### config.mk
export PLATFORM = sky130hd
export DESIGN_NAME = hazard_scoreboard
export DESIGN_NICKNAME = d
export VERILOG_FILES = /design/src/rtl/hazard_pkg.sv /design/src/rtl/hazard_sb_entry.sv /design/src/rtl/hazard_scoreboard.sv
export SDC_FILE = /design/constraint.sdc
export NUM_CORES = 1
export LEC_CHECK = 0
export CORE_MARGIN = 8
export CORE_UTILIZATION = 38
export CTS_BUF_LIST = sky130_fd_sc_hd__clkbuf_8
export CTS_CLUSTER_SIZE = 28
export DETAILED_ROUTE_END_ITERATION = 12
export SLEW_MARGIN = 40
export SYNTH_ARGS = -nofsm -noshare
export SYNTH_HDL_FRONTEND = slang
export SYNTH_SLANG_ARGS = --single-unit
### constraint.sdc
create_clock -name clk -period 6.4 [get_ports clk]
set_input_delay 0.64 -clock clk [delete_from_list [all_inputs] [get_ports clk]]
set_output_delay 0.64 -clock clk [all_outputs]
set_load 0.01 [all_outputs]
### src/rtl/hazard_pkg.sv
// ============================================================================
// Package     : hazard_pkg
// Description : Shared types and counter-width helper for hazard_scoreboard.
// Revision    : 1.0 - initial release
// ============================================================================
`default_nettype none

package hazard_pkg;

    typedef enum logic [1:0] {
        LAT_ALU  = 2'd0,
        LAT_LOAD = 2'd1,
        LAT_MDU  = 2'd2,
        LAT_RSVD = 2'd3
    } lat_class_e;

    typedef enum logic [1:0] {
        CAUSE_NONE     = 2'd0,
        CAUSE_EX_DATA  = 2'd1,
        CAUSE_BR_DATA  = 2'd2,
        CAUSE_MDU_BUSY = 2'd3
    } stall_cause_e;

    // Bits needed to hold a countdown starting at max_val.
    function automatic int cnt_width(input int max_val);
        return (max_val < 1) ? 1 : $clog2(max_val + 1);
    endfunction

endpackage

`default_nettype wire

### src/rtl/hazard_sb_entry.sv
// ============================================================================
// Module      : hazard_sb_entry
// Description : Single pending-write down-counter; load wins over decrement,
//               decrement saturates at zero.
// Revision    : 1.0 - initial release
// ============================================================================
`default_nettype none

module hazard_sb_entry #(
    parameter int CW = 3
) (
    input  logic          clk,
    input  logic          rst,
    input  logic          load,
    input  logic [CW-1:0] load_val,
    output logic [CW-1:0] count
);

    logic [CW-1:0] r_count;

    always_ff @(posedge clk) begin
        if (rst) begin
            r_count <= '0;
        end else if (load) begin
            r_count <= load_val;
        end else if (r_count != '0) begin
            r_count <= r_count - CW'(1);
        end
    end

    assign count = r_count;

endmodule

`default_nettype wire

### src/rtl/hazard_scoreboard.sv
// ============================================================================
// Module      : hazard_scoreboard
// Description : Counter-based ID-stage hazard detector (load-use, branch
//               operands, MDU latency and MDU busy). Optional stall-cycle
//               counter enabled by defining HAZARD_PERF_EN.
// Revision    : 1.0 - initial release
// ============================================================================
`default_nettype none

module hazard_scoreboard
    import hazard_pkg::*;
#(
    parameter int NUM_REGS = 32,
    parameter int REG_AW   = 5,
    parameter int LOAD_LAT = 1,
    parameter int BR_EXTRA = 1,
    parameter int MDU_LAT  = 4
) (
    input  logic              clk,
    input  logic              rst,
    input  logic              id_valid,
    input  logic              id_flush,
    input  logic [REG_AW-1:0] id_rs,
    input  logic [REG_AW-1:0] id_rt,
    input  logic              id_use_rs,
    input  logic              id_use_rt,
    input  logic              id_is_branch,
    input  logic              id_reg_write,
    input  logic [REG_AW-1:0] id_rd,
    input  logic [1:0]        id_lat_class,
    output logic              stall,
    output logic              pc_write,
    output logic              if_id_write,
    output logic [1:0]        stall_cause
`ifdef HAZARD_PERF_EN
    ,
    output logic [31:0]       perf_stall_cnt
`endif
);

    localparam int c_max_load = ((LOAD_LAT > MDU_LAT) ? LOAD_LAT : MDU_LAT) + BR_EXTRA;
    localparam int c_cw       = cnt_width(c_max_load);

    localparam logic [c_cw-1:0] c_br_extra = c_cw'(BR_EXTRA);
    localparam logic [c_cw-1:0] c_val_alu  = c_cw'(BR_EXTRA);
    localparam logic [c_cw-1:0] c_val_load = c_cw'(LOAD_LAT + BR_EXTRA);
    localparam logic [c_cw-1:0] c_val_mdu  = c_cw'(MDU_LAT + BR_EXTRA);
    localparam logic [c_cw-1:0] c_mdu_busy = c_cw'(MDU_LAT);

    lat_class_e      w_class;
    logic            w_active;
    logic            w_issue;
    logic            w_wr_en;
    logic            w_mdu_issue;
    logic [c_cw-1:0] w_load_val;
    logic [c_cw-1:0] w_ctr [NUM_REGS];
    logic [c_cw-1:0] w_mdu_busy;
    logic [c_cw-1:0] w_rs_ctr;
    logic [c_cw-1:0] w_rt_ctr;
    logic            w_rs_hit;
    logic            w_rt_hit;
    logic            w_data_hit;
    logic            w_mdu_hit;
    logic            w_stall;
    stall_cause_e    w_cause;

    assign w_class     = lat_class_e'(id_lat_class);
    assign w_active    = id_valid & ~id_flush;
    assign w_issue     = w_active & ~w_stall;
    assign w_wr_en     = w_issue & id_reg_write & (id_rd != '0);
    assign w_mdu_issue = w_issue & (w_class == LAT_MDU);

    always_comb begin
        w_load_val = c_val_alu;
        case (w_class)
            LAT_LOAD: w_load_val = c_val_load;
            LAT_MDU:  w_load_val = c_val_mdu;
            default:  w_load_val = c_val_alu;
        endcase
    end

    // Register 0 is hard-wired: its counter never leaves zero.
    generate
        for (genvar r = 0; r < NUM_REGS; r++) begin : g_reg
            if (r == 0) begin : g_zero
                assign w_ctr[r] = '0;
            end else begin : g_entry
                logic w_load;
                assign w_load = w_wr_en & (id_rd == REG_AW'(r));
                hazard_sb_entry #(
                    .CW (c_cw)
                ) u_entry (
                    .clk      (clk),
                    .rst      (rst),
                    .load     (w_load),
                    .load_val (w_load_val),
                    .count    (w_ctr[r])
                );
            end
        end
    endgenerate

    hazard_sb_entry #(
        .CW (c_cw)
    ) u_mdu_busy (
        .clk      (clk),
        .rst      (rst),
        .load     (w_mdu_issue),
        .load_val (c_mdu_busy),
        .count    (w_mdu_busy)
    );

    // Branches read operands a stage earlier, so any outstanding count blocks them.
    assign w_rs_ctr = w_ctr[id_rs];
    assign w_rt_ctr = w_ctr[id_rt];
    assign w_rs_hit = id_use_rs & (id_rs != '0) &
                      (id_is_branch ? (w_rs_ctr != '0) : (w_rs_ctr > c_br_extra));
    assign w_rt_hit = id_use_rt & (id_rt != '0) &
                      (id_is_branch ? (w_rt_ctr != '0) : (w_rt_ctr > c_br_extra));
    assign w_data_hit = w_rs_hit | w_rt_hit;
    assign w_mdu_hit  = (w_class == LAT_MDU) & (w_mdu_busy != '0);
    assign w_stall    = w_active & (w_data_hit | w_mdu_hit);

    always_comb begin
        w_cause = CAUSE_NONE;
        if (w_active) begin
            if (w_data_hit) begin
                w_cause = id_is_branch ? CAUSE_BR_DATA : CAUSE_EX_DATA;
            end else if (w_mdu_hit) begin
                w_cause = CAUSE_MDU_BUSY;
            end
        end
    end

    assign stall       = w_stall;
    assign pc_write    = ~w_stall;
    assign if_id_write = ~w_stall;
    assign stall_cause = w_cause;

`ifdef HAZARD_PERF_EN
    logic [31:0] r_perf_cnt;

    always_ff @(posedge clk) begin
        if (rst) begin
            r_perf_cnt <= '0;
        end else if (w_stall && (r_perf_cnt != 32'hFFFF_FFFF)) begin
            r_perf_cnt <= r_perf_cnt + 32'd1;
        end
    end

    assign perf_stall_cnt = r_perf_cnt;
`else
    // No stall-cycle counter in this build.
`endif

endmodule

`default_nettype wire

After elaboration in Yosys (flattened, before gate mapping)
Cells that the tools add are included.

storage, ports and cells
  bits in registers = 96
  input bits = 25
  output and inout bits = 5
  logic and storage cells = 297

operators by class
  add/sub/neg operators = 32
  $lt $le $gt $ge = 4
  equal/unequal tests = 33
  mux-type cells = 77
  bitwise logic cells = 48
  reductions and logical operators = 70

operators with widths
  kind                                                  number
  2-to-1 mux 3 bit                                      68
  nonzero test 3 bit                                    34
  subtractor 3 x 1 -> 3 bit (second input constant)     32
  equality test 5 bit (second input constant)           16
  nonzero test 2 bit                                    32
  AND 1 bit                                             42
  equality test 5 x 4 -> 1 bit (second input constant)  8
  binary-select mux 3 bit (select 5 bit)                2
  equality test 5 x 3 -> 1 bit (second input constant)  4
  nonzero test 5 bit                                    3
  >= comparator 6 bit (second input constant)           2
  NOT 5 -> 6 bit                                        2
  equality test 5 x 2 -> 1 bit (second input constant)  2
  2-to-1 mux 2 bit                                      4
  > comparator 3 x 1 -> 1 bit (second input constant)   2
  one-hot mux 3 bit (2 select lines)                    1
  equality test 5 x 1 -> 1 bit (second input constant)  1
  equality test 2 x 1 -> 1 bit (second input constant)  1
  equality test 2 bit (second input constant)           1
  2-to-1 mux 1 bit                                      2
  NOT 1 bit                                             2
  OR 1 bit                                              2
  OR reduction 2 bit                                    1

Depth between registers and ports, before layout
  word-level depth = 16
  gate-level depth with buffers = 13
  mapped depth without buffers = 8

By module
A second synthesis with hierarchy kept.

second synthesis, totals
  cells, all modules = 911
  area total of the unflattened synthesis = 8,241.7 um2

by module, submodules not included
  module             instances  cells each  area each (um2)  seq. area each (um2)
  hazard_sb_entry    32         21          202.7            60.1
  hazard_scoreboard  1          239         1,755.4          0.0

Worst setup path before layout
Ideal clock, no wire load.

  path kind = input port to output port
  start point = input port id_rs[1]
  end point = output port pc_write
  arrival = 2.741 ns
  data required time = 5.760 ns
  slack = 3.019 ns
  stages = 11
  buffers on the path = 3
  cells stage by stage = buf_4 > inv_4 > mux4_2 > a2111o_1 > o31ai_1 > o22ai_1 > o21a_4 > buf_8 > a21boi_2 > inv_2 > buf_4

between the ends
  longest elaborated chain between the ends = 11
  elaborated cells between the ends (all ways) = 14
  those cells by class = 1 x order compare; 4 x mux; 7 x bitwise; 2 x reduce/logical

ends and longest elaborated chain
  element                                                                   RTL line                  source
  start: declaration                                                        hazard_scoreboard.sv:23   input logic [REG_AW-1:0] id_rs,
  NOT 5 -> 6 bit (implied by the code)                                      hazard_scoreboard.sv:114  assign w_rs_ctr = w_ctr[id_rs];
  binary-select mux 3 bit (select 5 bit)                                    hazard_scoreboard.sv:114
  2-to-1 mux 3 bit (implied by the code) (2 in a row)                       hazard_scoreboard.sv:114
  > comparator 3 x 1 -> 1 bit / nonzero test 3 bit (equally long branches)  hazard_scoreboard.sv:117  (id_is_branch ? (w_rs_ctr != '0) : (w_rs_ctr > c_br_extra));
  2-to-1 mux 1 bit                                                          hazard_scoreboard.sv:117
  AND 1 bit (*)                                                             hazard_scoreboard.sv:116  assign w_rs_hit = id_use_rs & (id_rs != '0) &
  OR 1 bit (*)                                                              hazard_scoreboard.sv:120  assign w_data_hit = w_rs_hit | w_rt_hit;
  OR 1 bit (*)                                                              hazard_scoreboard.sv:122  assign w_stall = w_active & (w_data_hit | w_mdu_hit);
  AND 1 bit (*)                                                             hazard_scoreboard.sv:122
  via stall                                                                 hazard_scoreboard.sv:31   output logic stall,
  NOT 1 bit (*)                                                             --
  end: declaration                                                          hazard_scoreboard.sv:32   output logic pc_write,

The timed path passes the listed nets; every way through them passes the cells marked *. The select of a mux whose other input is x is not followed.

Worst setup path in the final report
  start point = input port id_rt[0]
  end point = output port stall_cause[1]

between the ends
  longest elaborated chain between the ends = 10
  elaborated cells between the ends (all ways) = 13
  those cells by class = 1 x order compare; 6 x mux; 4 x bitwise; 2 x reduce/logical

ends and longest elaborated chain
  element                                                                   RTL line                  source
  start: declaration                                                        hazard_scoreboard.sv:24   input logic [REG_AW-1:0] id_rt,
  NOT 5 -> 6 bit (implied by the code)                                      hazard_scoreboard.sv:115  assign w_rt_ctr = w_ctr[id_rt];
  binary-select mux 3 bit (select 5 bit)                                    hazard_scoreboard.sv:115
  2-to-1 mux 3 bit (implied by the code) (2 in a row)                       hazard_scoreboard.sv:115
  > comparator 3 x 1 -> 1 bit / nonzero test 3 bit (equally long branches)  hazard_scoreboard.sv:119  (id_is_branch ? (w_rt_ctr != '0) : (w_rt_ctr > c_br_extra));
  2-to-1 mux 1 bit                                                          hazard_scoreboard.sv:119
  AND 1 bit (*)                                                             hazard_scoreboard.sv:118  assign w_rt_hit = id_use_rt & (id_rt != '0) &
  OR 1 bit (*)                                                              hazard_scoreboard.sv:120
  2-to-1 mux 2 bit (*)                                                      hazard_scoreboard.sv:127  if (w_data_hit) begin
  2-to-1 mux 2 bit (*)                                                      hazard_scoreboard.sv:126  if (w_active) begin
  end: declaration                                                          hazard_scoreboard.sv:34   output logic [1:0] stall_cause

Mark *: on every way between the ends. The rest lies on a longest branch, timed or not. The select of a mux whose other input is x is not followed.

==> results.cfg <==
[pwr]
internal-power_mw = 2.068
netSwitchingFraction_pct = 41.69
p_clk_share_pct = 12.0
combPwrFrac_pct = 56.0
vdd_drop_max_uv = 129.5
total_power_mw = 3.547
seq_power_share_pct = 32.0
switchingPower_mw = 1.479
p_leak_nw = 3.648
powerDensity_mw_per_mm2 = 419.5

[floorplanning]
ios = 30
die_height_um = 158.9
fp.dieW_um = 158.9
core_area_mm2 = 0.02017
die_area_mm2 = 0.02525
num_rows = 52
start_util_pct = 38.47

[routing]
routedWlPerCell_um = 16.95
finalWirelength_um = 19050
dr_total_vias = 5897
drc = 0
ant_nets = 0
dr.pass1.iters = 5
drtIter0Drc = 360
via_per_inst = 5.246

[timing]
rsz0062_at_grt = no
period_minus_slack_ns = 4.710
hold_viol = 0
max_freq_ghz = 0.2123
whs_ns = 0.5969
fin_skew_ns = 0.01119
slew_viol_final = 0
worst_slew_pin_slew_ns = 0.8369
finalSetupTns_ns = 0
slew_headroom_pct = 44.21
finalSetupViolations = 0
period_share_pct = 73.59

[logic_synthesis]
ys_ff_latch = 96
synthMuxAreaShare_pct = 25.19
synth-edff-count = 0
synthXorXnorAreaFrac_pct = 3.612
synthArstFlopShare_pct = 0
yosys_warnings = 0
ys_types = 57
synth-simple-area-share_pct = 21.27
synth-compound-area-share_pct = 8.304
syn_area_mm2 = 0.007760
synth_ff_type = dfxtp_1
seq_area_frac_synth_pct = 24.77
synth_top_family_by_area = multiplexers
syn_nets = 930
synthCells = 841
avgSynthCellArea_um2 = 9.227
yosys.area_share.adder_pct = 10.32

[clock_tree]
cts.repair.resized = 0
cts_buffers = 9
cts_setup_buffers = 0
clock-sinks = 96
htree_levels = 3
clkTransAtPathRegs_ns = 0.09
clk-insertion-delay-late_ns = 0.39
cts_tree = done
clockBufferDepth = 2
root_buffer = clkbuf_8
holdBufCountCts = 0

[grt]
grtUsageMet2_pct = 25.37
use_met1_pct = 19.86
antenna_found_initial = 0
busiest_layer = met2
grt_pass1_vias = 5852
met3_usage_pct = 2.818
overflow = 0
grt_usage_pct = 15.27
grt_pass1_wl_um = 31260
grt_max_degree = 68

[flow_run]
cap_viol_max_count = 0

[cells_and_area]
area_growth_pct = 8.965
n_antenna_cell = 0
fillCellCount = 2029
drive_gt1_share_pct = 13.23
post-route-util_pct = 41.92
nets = 938

[setup_path]
worstPathArrival_ns = 4.07
critical_path.max_fanout = 15
crit_required_ns = 5.76
end_kind = output pin
crit_type = input pin to output pin
cp-start-kind = input pin

[placed_design]
hpwlAfterDp_um = 13890
io_buffers = 29
gp_congestion = 0.8856

[outcome]
status = finished clean

[min_path]
hp-class = register to register
[through the flow]
| stage | std cells | instance area (µm²) | setup WS, ns |
|---|---|---|---|
| 2_1_floorplan | 841 | 7760 | 3.019 |
| 3_3_place_gp | 1108 | 8250 | 1.743 |
| 3_5_place_dp | 1108 | 8254 | 1.679 |
| 4_1_cts | 1124 | 8461 | 1.667 |
| 5_1_grt | 1124 | 8456 | 1.483 |
| 6_report | 1124 | 8456 | 1.690 |
[cells by family after synthesis]
group                    count (synthesis)
AND/OR/NAND/NOR                        291
multiplexers                           153
buffers and inverters                  118
flip-flops                              96
AO/OA/AOI/OAI                           87
adder cells (fa/ha/maj)                 64
XOR/XNOR                                32
[worst max-delay path, cell delays in order]
cell and delay [ns]:
clkdlybuf4s50_1 0.88, buf_4 0.35, mux4_2 0.52, mux2_2 0.27
a21oi_1 0.15, a211oi_1 0.09, o21a_4 0.27, a21boi_2 0.21
o21a_1 0.15, clkdlybuf4s50_1 0.54
[cell usage in the layout, fill, tap and decap left out, types with 15 or more instances in the layout]
master / count
nor2_1: 133
dfxtp_1: 96
inv_1: 73
mux2i_1: 67
ha_1: 64
nand2_1: 43
mux2_1: 39
nand2b_1: 37
xnor2_1: 32
o211ai_1: 31
clkdlybuf4s50_1: 27
nor3_1: 25
mux2_4: 24
mux4_2: 20
a21oi_1: 15
[registers in the layout (all words and copies together) (netlist names)]
signal,cells
g.g_entry.u_entry.count,93
u_mdu_busy.count,3
[cells in the mapped netlist, types with 2 or more instances]
master     number  area [µm²]
nor2_1        133       499.2
dfxtp_1        96        1922
inv_1          73       274.0
mux2i_1        67       670.6
ha_1           64       800.8
nand2_1        43       161.4
mux2_1         39       439.2
nand2b_1       37       231.5
xnor2_1        32       280.3
o211ai_1       31       232.7
clkbuf_1       26       97.59
nor3_1         26       130.1
mux2_4         24       360.4
mux4_2         20       450.4
a21oi_1        17       85.08
nand4_4        12       255.2
buf_2          10       50.05
a211oi_1        7       52.55
nand4_2         7       87.58
and4_4          6       67.56
and4b_1         5       50.05
nor3b_1         5       37.54
o2111ai_1       5       43.79
o21a_1          5       37.54
o21ai_0         5       25.02
nor2b_1         4       25.02
mux2_2          3       33.78
nand3_1         3       15.01
and2_1          2       12.51
and4b_4         2       27.53
buf_4           2       15.01
buf_6           2       22.52
o21ai_1         2       10.01
o31ai_1         2       15.01
or4_1           2       15.01
[path summary, 6_finish.rpt]
check / startpoint / end / slack, ns / cells past startpoint
max: id_rt[0] / stall_cause[1] / 1.69 / 10
min: u_mdu_busy.count[1] / u_mdu_busy.count[1] / 0.60 / 2
max reg2reg: g_reg[21].g_entry.u_entry.count[0] / g_reg[6].g_entry.u_entry.count[0] / 3.25 / 9
min reg2reg: u_mdu_busy.count[1] / u_mdu_busy.count[1] / 0.60 / 2
[area by class of cell]
type | count | area [µm²] | share of cell area [%]
Timing Repair Buffer | 40 | 362.8 | 4.291
Inverter | 75 | 284.0 | 3.359
Tap cell | 270 | 337.8 | 3.995
Clock buffer | 11 | 151.4 | 1.790
Clock inverter | 5 | 55.05 | 0.6511
Sequential cell | 96 | 1922 | 22.73
Multi-Input combinational cell | 627 | 5343 | 63.18
[layer usage]
metal,share of wire [%],vias up,routed length (µm)
li1,-,2938,-
met1,48,2823,9124
met2,47,111,8928
met3,3.7,25,700
met4,1.6,0,299
met5,0,-,0
[power by group through the flow]
stage	registers [mW]	logic (mW)	clock network, mW
after global placement	1.15	1.95	0
after global routing	1.18	2.27	0.466
after floorplan	1.06	1.69	0
final	1.14	1.99	0.426
after CTS	1.13	2.00	0.444
after detailed placement	1.15	1.98	0
No activity file was read; power rests on OpenSTA's default activity.
